`src/rtl/vga_timing_controller_if.sv`:
```
// Pixel-side and pin-side signal bundle of the VGA timing controller.
// master: the timing controller; slave: the consumer side (image source and pins).
interface vga_timing_controller_if #(
    parameter int COLOR_DEPTH = 4
);
    logic [2:0]             color_in;
    logic [11:0]            x;
    logic [11:0]            y;
    logic                   pixel_active;
    logic                   frame_start;
    logic                   hsync;
    logic                   vsync;
    logic [COLOR_DEPTH-1:0] vga_r;
    logic [COLOR_DEPTH-1:0] vga_g;
    logic [COLOR_DEPTH-1:0] vga_b;
    logic                   vga_blank_n;

    modport master (
        input  color_in,
        output x, y, pixel_active, frame_start,
        output hsync, vsync, vga_r, vga_g, vga_b, vga_blank_n
    );

    modport slave (
        output color_in,
        input  x, y, pixel_active, frame_start,
        input  hsync, vsync, vga_r, vga_g, vga_b, vga_blank_n
    );
endinterface

```
`src/rtl/vga_timing_controller.sv`:
```
// 640x480@60 VGA timing generator. Stage 1 is combinational from the
// horizontal/vertical counters and hands x/y to the image source; stage 2
// registers colour and syncs together so each pixel leaves aligned with
// its own sync state.
module vga_timing_controller #(
    parameter int H_ACTIVE    = 640,
    parameter int H_FRONT     = 16,
    parameter int H_SYNC      = 96,
    parameter int H_BACK      = 48,
    parameter int V_ACTIVE    = 480,
    parameter int V_FRONT     = 10,
    parameter int V_SYNC      = 2,
    parameter int V_BACK      = 33,
    parameter int COLOR_DEPTH = 4
) (
    input  logic                      CLOCK_25,
    input  logic                      reset,
    vga_timing_controller_if.master   bus
);
    localparam int H_TOTAL = H_ACTIVE + H_FRONT + H_SYNC + H_BACK;
    localparam int V_TOTAL = V_ACTIVE + V_FRONT + V_SYNC + V_BACK;

    localparam logic [11:0] H_LAST   = 12'(H_TOTAL - 1);
    localparam logic [11:0] V_LAST   = 12'(V_TOTAL - 1);
    localparam logic [11:0] H_ACT    = 12'(H_ACTIVE);
    localparam logic [11:0] V_ACT    = 12'(V_ACTIVE);
    localparam logic [11:0] HS_FIRST = 12'(H_ACTIVE + H_FRONT);
    localparam logic [11:0] HS_LAST  = 12'(H_ACTIVE + H_FRONT + H_SYNC - 1);
    localparam logic [11:0] VS_FIRST = 12'(V_ACTIVE + V_FRONT);
    localparam logic [11:0] VS_LAST  = 12'(V_ACTIVE + V_FRONT + V_SYNC - 1);

    logic [11:0] h_cnt;
    logic [11:0] v_cnt;

    logic h_in_active;
    logic v_in_active;
    logic active;
    logic hsync_raw;
    logic vsync_raw;

    logic                   hsync_q;
    logic                   vsync_q;
    logic                   blank_n_q;
    logic [COLOR_DEPTH-1:0] r_q;
    logic [COLOR_DEPTH-1:0] g_q;
    logic [COLOR_DEPTH-1:0] b_q;

    // Raster counters: h wraps every line, v advances only on the h wrap.
    always_ff @(posedge CLOCK_25) begin
        if (reset) begin
            h_cnt <= '0;
            v_cnt <= '0;
        end else if (h_cnt == H_LAST) begin
            h_cnt <= '0;
            if (v_cnt == V_LAST) begin
                v_cnt <= '0;
            end else begin
                v_cnt <= v_cnt + 12'd1;
            end
        end else begin
            h_cnt <= h_cnt + 12'd1;
        end
    end

    assign h_in_active = (h_cnt < H_ACT);
    assign v_in_active = (v_cnt < V_ACT);
    assign active      = h_in_active && v_in_active;

    // Sync pulses are active-low inside their window of the blanking region.
    assign hsync_raw = !((h_cnt >= HS_FIRST) && (h_cnt <= HS_LAST));
    assign vsync_raw = !((v_cnt >= VS_FIRST) && (v_cnt <= VS_LAST));

    // Coordinates are 1-based so 0 can mean "outside the visible area".
    assign bus.x            = h_in_active ? (h_cnt + 12'd1) : 12'd0;
    assign bus.y            = v_in_active ? (v_cnt + 12'd1) : 12'd0;
    assign bus.pixel_active = active;
    assign bus.frame_start  = (h_cnt == 12'd0) && (v_cnt == 12'd0) && !reset;

    // Output stage: colour is blanked outside the visible area, syncs share the same delay.
    always_ff @(posedge CLOCK_25) begin
        if (reset) begin
            hsync_q   <= 1'b1;
            vsync_q   <= 1'b1;
            blank_n_q <= 1'b0;
            r_q       <= '0;
            g_q       <= '0;
            b_q       <= '0;
        end else begin
            hsync_q   <= hsync_raw;
            vsync_q   <= vsync_raw;
            blank_n_q <= active;
            r_q       <= {COLOR_DEPTH{active & bus.color_in[2]}};
            g_q       <= {COLOR_DEPTH{active & bus.color_in[1]}};
            b_q       <= {COLOR_DEPTH{active & bus.color_in[0]}};
        end
    end

    assign bus.hsync       = hsync_q;
    assign bus.vsync       = vsync_q;
    assign bus.vga_blank_n = blank_n_q;
    assign bus.vga_r       = r_q;
    assign bus.vga_g       = g_q;
    assign bus.vga_b       = b_q;
endmodule
```
`src/flat_wrapper.sv`:
```
// flat-port wrapper written by rule: the top's interface ports become plain ports
module vga_timing_controller_flat 
#(
    parameter int H_ACTIVE    = 640,
    parameter int H_FRONT     = 16,
    parameter int H_SYNC      = 96,
    parameter int H_BACK      = 48,
    parameter int V_ACTIVE    = 480,
    parameter int V_FRONT     = 10,
    parameter int V_SYNC      = 2,
    parameter int V_BACK      = 33,
    parameter int COLOR_DEPTH = 4
)
  (CLOCK_25, reset, bus_color_in, bus_x, bus_y, bus_pixel_active, bus_frame_start, bus_hsync, bus_vsync, bus_vga_r, bus_vga_g, bus_vga_b, bus_vga_blank_n);
  vga_timing_controller_if #(.COLOR_DEPTH(COLOR_DEPTH)) bus_i ();
  input  logic CLOCK_25;
  input  logic reset;
  input wire logic [$bits(bus_i.color_in)-1:0] bus_color_in;
  output wire logic [$bits(bus_i.x)-1:0] bus_x;
  output wire logic [$bits(bus_i.y)-1:0] bus_y;
  output wire logic [$bits(bus_i.pixel_active)-1:0] bus_pixel_active;
  output wire logic [$bits(bus_i.frame_start)-1:0] bus_frame_start;
  output wire logic [$bits(bus_i.hsync)-1:0] bus_hsync;
  output wire logic [$bits(bus_i.vsync)-1:0] bus_vsync;
  output wire logic [$bits(bus_i.vga_r)-1:0] bus_vga_r;
  output wire logic [$bits(bus_i.vga_g)-1:0] bus_vga_g;
  output wire logic [$bits(bus_i.vga_b)-1:0] bus_vga_b;
  output wire logic [$bits(bus_i.vga_blank_n)-1:0] bus_vga_blank_n;
  assign bus_i.color_in = bus_color_in;
  assign bus_x = bus_i.x;
  assign bus_y = bus_i.y;
  assign bus_pixel_active = bus_i.pixel_active;
  assign bus_frame_start = bus_i.frame_start;
  assign bus_hsync = bus_i.hsync;
  assign bus_vsync = bus_i.vsync;
  assign bus_vga_r = bus_i.vga_r;
  assign bus_vga_g = bus_i.vga_g;
  assign bus_vga_b = bus_i.vga_b;
  assign bus_vga_blank_n = bus_i.vga_blank_n;
  vga_timing_controller #(.H_ACTIVE(H_ACTIVE), .H_FRONT(H_FRONT), .H_SYNC(H_SYNC), .H_BACK(H_BACK), .V_ACTIVE(V_ACTIVE), .V_FRONT(V_FRONT), .V_SYNC(V_SYNC), .V_BACK(V_BACK), .COLOR_DEPTH(COLOR_DEPTH)) u_core (.CLOCK_25(CLOCK_25), .reset(reset), .bus(bus_i));
endmodule
```
`config.mk`:
```
export PLATFORM = sky130hd
export DESIGN_NAME = vga_timing_controller_flat
export DESIGN_NICKNAME = d
export VERILOG_FILES = /design/src/rtl/vga_timing_controller_if.sv /design/src/rtl/vga_timing_controller.sv /design/src/flat_wrapper.sv
export SDC_FILE = /design/constraint.sdc
export NUM_CORES = 1
export LEC_CHECK = 0
export CAP_MARGIN = 20
export CORE_ASPECT_RATIO = 0.7
export CORE_MARGIN = 2
export CORE_UTILIZATION = 46
export CTS_BUF_LIST = sky130_fd_sc_hd__clkbuf_2
export CTS_CLUSTER_DIAMETER = 200
export CTS_CLUSTER_SIZE = 14
export DETAILED_ROUTE_END_ITERATION = 8
export GPL_TIMING_DRIVEN = 0
export PLACE_DENSITY = 0.79
export SLEW_MARGIN = 20
export SYNTH_ARGS = -nofsm -noshare
export SYNTH_HDL_FRONTEND = slang
export SYNTH_SLANG_ARGS = --single-unit
```
`constraint.sdc`:
```
create_clock -name CLOCK_25 -period 1.8 [get_ports CLOCK_25]
set_clock_uncertainty 0.15 [all_clocks]
set_input_delay 0.18 -clock CLOCK_25 [delete_from_list [all_inputs] [get_ports CLOCK_25]]
set_output_delay 0.18 -clock CLOCK_25 [all_outputs]
set_load 0.01 [all_outputs]
```
==> run summary <==
* 18 — number of placement rows
* 0 — total gr overflow
* 5 — clock buffers created by TritonCTS
* dfxtp_1 — post-synth top area cell
* 0.337 — Seq/Total Area, Yosys
* 0 — initial antenna violation count
* 1.47 ns — Worst Path Required
* 2920 um — HPWL after DPL
* 0.39 ns — worst-skew pair later-pin latency
* dfxtp_1 — Most used DFF post-synth
* 43 — total setup violations reported at the end of the flow
* 0 — Yosys warnings
* simple AND/OR/NAND/NOR gates — cell family contributing the most delay on the critical path
* 5 — critical path fanouts, max
* in -> reg — class of the tightest hold or removal check
* 78.4 um — Die X
* 8.03 sq um — average cell area after synthesis
* 1.82 ns — Critical Path AT
* 2 — maximum clock path buffer count
* 222 — synthesized instance count
* 45 — number of library cell types mapped by synthesis
* 0 — remaining antenna violation count
* 0 — ANT cells
* 269 — count of routing violations after the opening detailed-route iteration
* 46 — I/O pins
* 6.03 — detail-routed via count per cell
* 9180 um — global-route wire length before repair
* 6850 um — total length of routed wires
* 0 — DR DRC count
* 396 mW/mm^2 — power density over the cells
* -0.351 ns — min setup slack post-route
* 2.15 ns — shortest clock period the worst path allows after layout
* 315 — placed cells
* 0.00440 sq mm — area of the die
* or3_4 > nand2b_4 > clkbuf_16 > o21ba_4 > buf_6 — critical-path cell list
* 0.00178 sq mm — post-synth design cell area
* 0 — max-cap violation count
* built — TritonCTS clock tree
* 19.2 um — wire length per cell
* 0.16 ns — clock-pin slew reported for the worst setup and hold paths after clock tree synthesis
* 0.564 — fraction of final layout cells sized beyond drive strength 1
* 56.1 um — vertical die dimension
* flop — critical path launch point type
* 0.0584 — global routing met3 resource utilization
* -0.594 ns — Placement Setup Slack
* 70.0% — area added between synthesis and finish
* u_core.v_cnt[10] — start point of the critical path
* 30 — CTS sink cnt
* 1837 — via count of the first global-routing pass
* 0 — number of flops mapped to enable cells by yosys
* 2154 — total number of vias
* dfxtp_1 (34%), nor2_1 (6.7%), buf_4 (6.3%) — main area contributors after synthesis
* 11 — maximum number of pins on one net before global-route repair
* 0.492 — initial standard-cell utilization of the core
* clkbuf_2 — Clk Tree Root Cell
* 30 — number of storage elements in the synthesis netlist
* 0.00363 sq mm — core footprint
* u_core.h_cnt[6] — reg2reg start
* 0 — ys async rst share
* 0.337 — fraction of synthesized cell area taken by the top area cell type
* 0.502 mV — worst-case vdd ir drop
* output pin — CP endpoint kind
* 0.399 — global routing usage on met2
* 1.20 — share of the clock period used by the worst path
* 0 — hold violation count in the final report
* 0.465 GHz — Highest Clock Rate
* complete, but fails checks — outcome
* 316 — NumNets Final
* reg -> out — startpoint-to-endpoint class of the critical path
* 39 — number of port buffers
* 0.837 — global placement routability congestion
* or3_4 — cell type of the slowest stage on the worst timing path
* met2 — most used routing layer in global routing
* 0.269 — GRT Overall Usage
* reset — beginning of the worst hold path
* 0.41 ns — delay of the slowest cell on the worst path
* 2 — Buf/Inv on CP
* 5 — number of iterations in the first detailed-routing pass
* negative setup slack — violations in the final reports
* 0 — number of pins with negative max-slew slack in the final report
* 1.26 nW — leakage power of the design
* 2 — number of levels the H-tree was split into
* 0.378 — grt met1 use
* 357 — number of standard cells in the final layout excluding fillers
* true — unrepaired setup endpoints after global routing
==> worst paths after layout <==
path                     end  slack (ns)  cells after the start
max                 bus_y[5]       -0.35                      5
min          u_core.h_cnt[6]        0.10                      4
max reg2reg  u_core.v_cnt[9]       -0.29                      6
min reg2reg  u_core.h_cnt[0]        0.34                      1
==> worst reg2reg max path: cells and delay by family (launching register included) <==
kind                   cells  cell delay [ns]
AO/OA/AOI/OAI              1             0.16
buffers and inverters      2             0.42
flip-flops                 1             0.38
AND/OR/NAND/NOR            3             0.91
==> cell usage after synthesis, drive strengths merged, types with 3 or more instances <==
cell type  instances
and2               3
or3                4
inv               10
buf               19
nand2             20
dfxtp             30
ha                 4
a21oi              4
o211ai             6
xor2               6
nand2b             4
nand4             11
xnor2              7
clkbuf             6
nor2              32
o21ai              4
nor4               7
nand3             13
nor3               7
==> where the power goes <==
| part | internal (mW) | switching, mW | total, mW |
|---|---|---|---|
| Clock | 0.101 | 0.232 | 0.333 |
| Combinational | 0.103 | 0.0829 | 0.186 |
| Sequential | 0.662 | 0.0181 | 0.681 |
==> per-stage QoR <==
| step | utilization | hold WS (ns) | power (mW) | cell area [sq um] | setup TNS [ns] |
|---|---|---|---|---|---|
| 6_report | 0.836 | 0.104 | 1.20 | 3030 | -10.14 |
| 5_1_grt | 0.836 | 0.109 | 1.23 | 3030 | -11.15 |
| 4_1_cts | 0.752 | 0.0791 | 1.17 | 2730 | -6.62 |
| 3_5_place_dp | 0.622 | 0.269 | 0.850 | 2260 | -10.82 |
| 3_3_place_gp | 0.622 | 0.266 | 0.847 | 2260 | -10.47 |
| 2_1_floorplan | - | 0.152 | 0.780 | 1800 | 0 |
==> layout make-up <==
cell class              count  area (sq um)
repair buffers             77           646
clock buffers               7          35.0
inverters                  10          37.5
flip-flops and latches     30           652
well taps                  50          62.6
fillers                   197           594
plain buffers              22           211
multi-input cells         161          1390
==> flip-flops by register name, summed over array words and instances, names as in the netlist <==
register / flops
u_core.bus.vga_b: 1
u_core.bus.vga_r: 1
u_core.h_cnt: 12
u_core.bus.vsync: 1
u_core.bus.hsync: 1
u_core.bus.vga_blank_n: 1
u_core.bus.vga_g: 1
u_core.v_cnt: 12
==> repair_timing <==
action,CTS,global route
setup endpoints to repair,43,46
setup buffers,25,10
gates resized for setup,165,60
gates cloned,3,0
hold buffers,1,0
hold endpoints to repair,6,0
pin swaps,28,16
==> cells in the final DEF, fill, tap and decap left out, types with 7 or more instances in the layout <==
cell type        synthesis  layout
inv_1                   10       8
nand2_1                 19      14
dfxtp_1                 30      11
nor2_2                   0      10
buf_6                    2      17
clkdlybuf4s50_1          0      18
nand3_1                 13       8
dfxtp_4                  0      11
buf_4                   15      43
nand4_1                  9       9
dfxtp_2                  0       8
clkbuf_2                 0       7
buf_2                    2      15
nor2_1                  32      17
==> cell families after synthesis <==
kind of cell | synth area share
other | 0.00210
multiplexers | 0.00561
AND/OR/NAND/NOR | 0.360
XOR/XNOR | 0.0639
AO/OA/AOI/OAI | 0.0884
adder cells (fa/ha/maj) | 0.0281
flip-flops | 0.337
buffers and inverters | 0.115
==> per-layer routing <==
layer	routed length, um	up-vias	part of all wire
li1	-	930	-
met1	2610	976	0.38
met4	384	0	0.056
met5	0	-	0
met2	3020	202	0.44
met3	843	46	0.12
(Power assumes the default switching activity.)
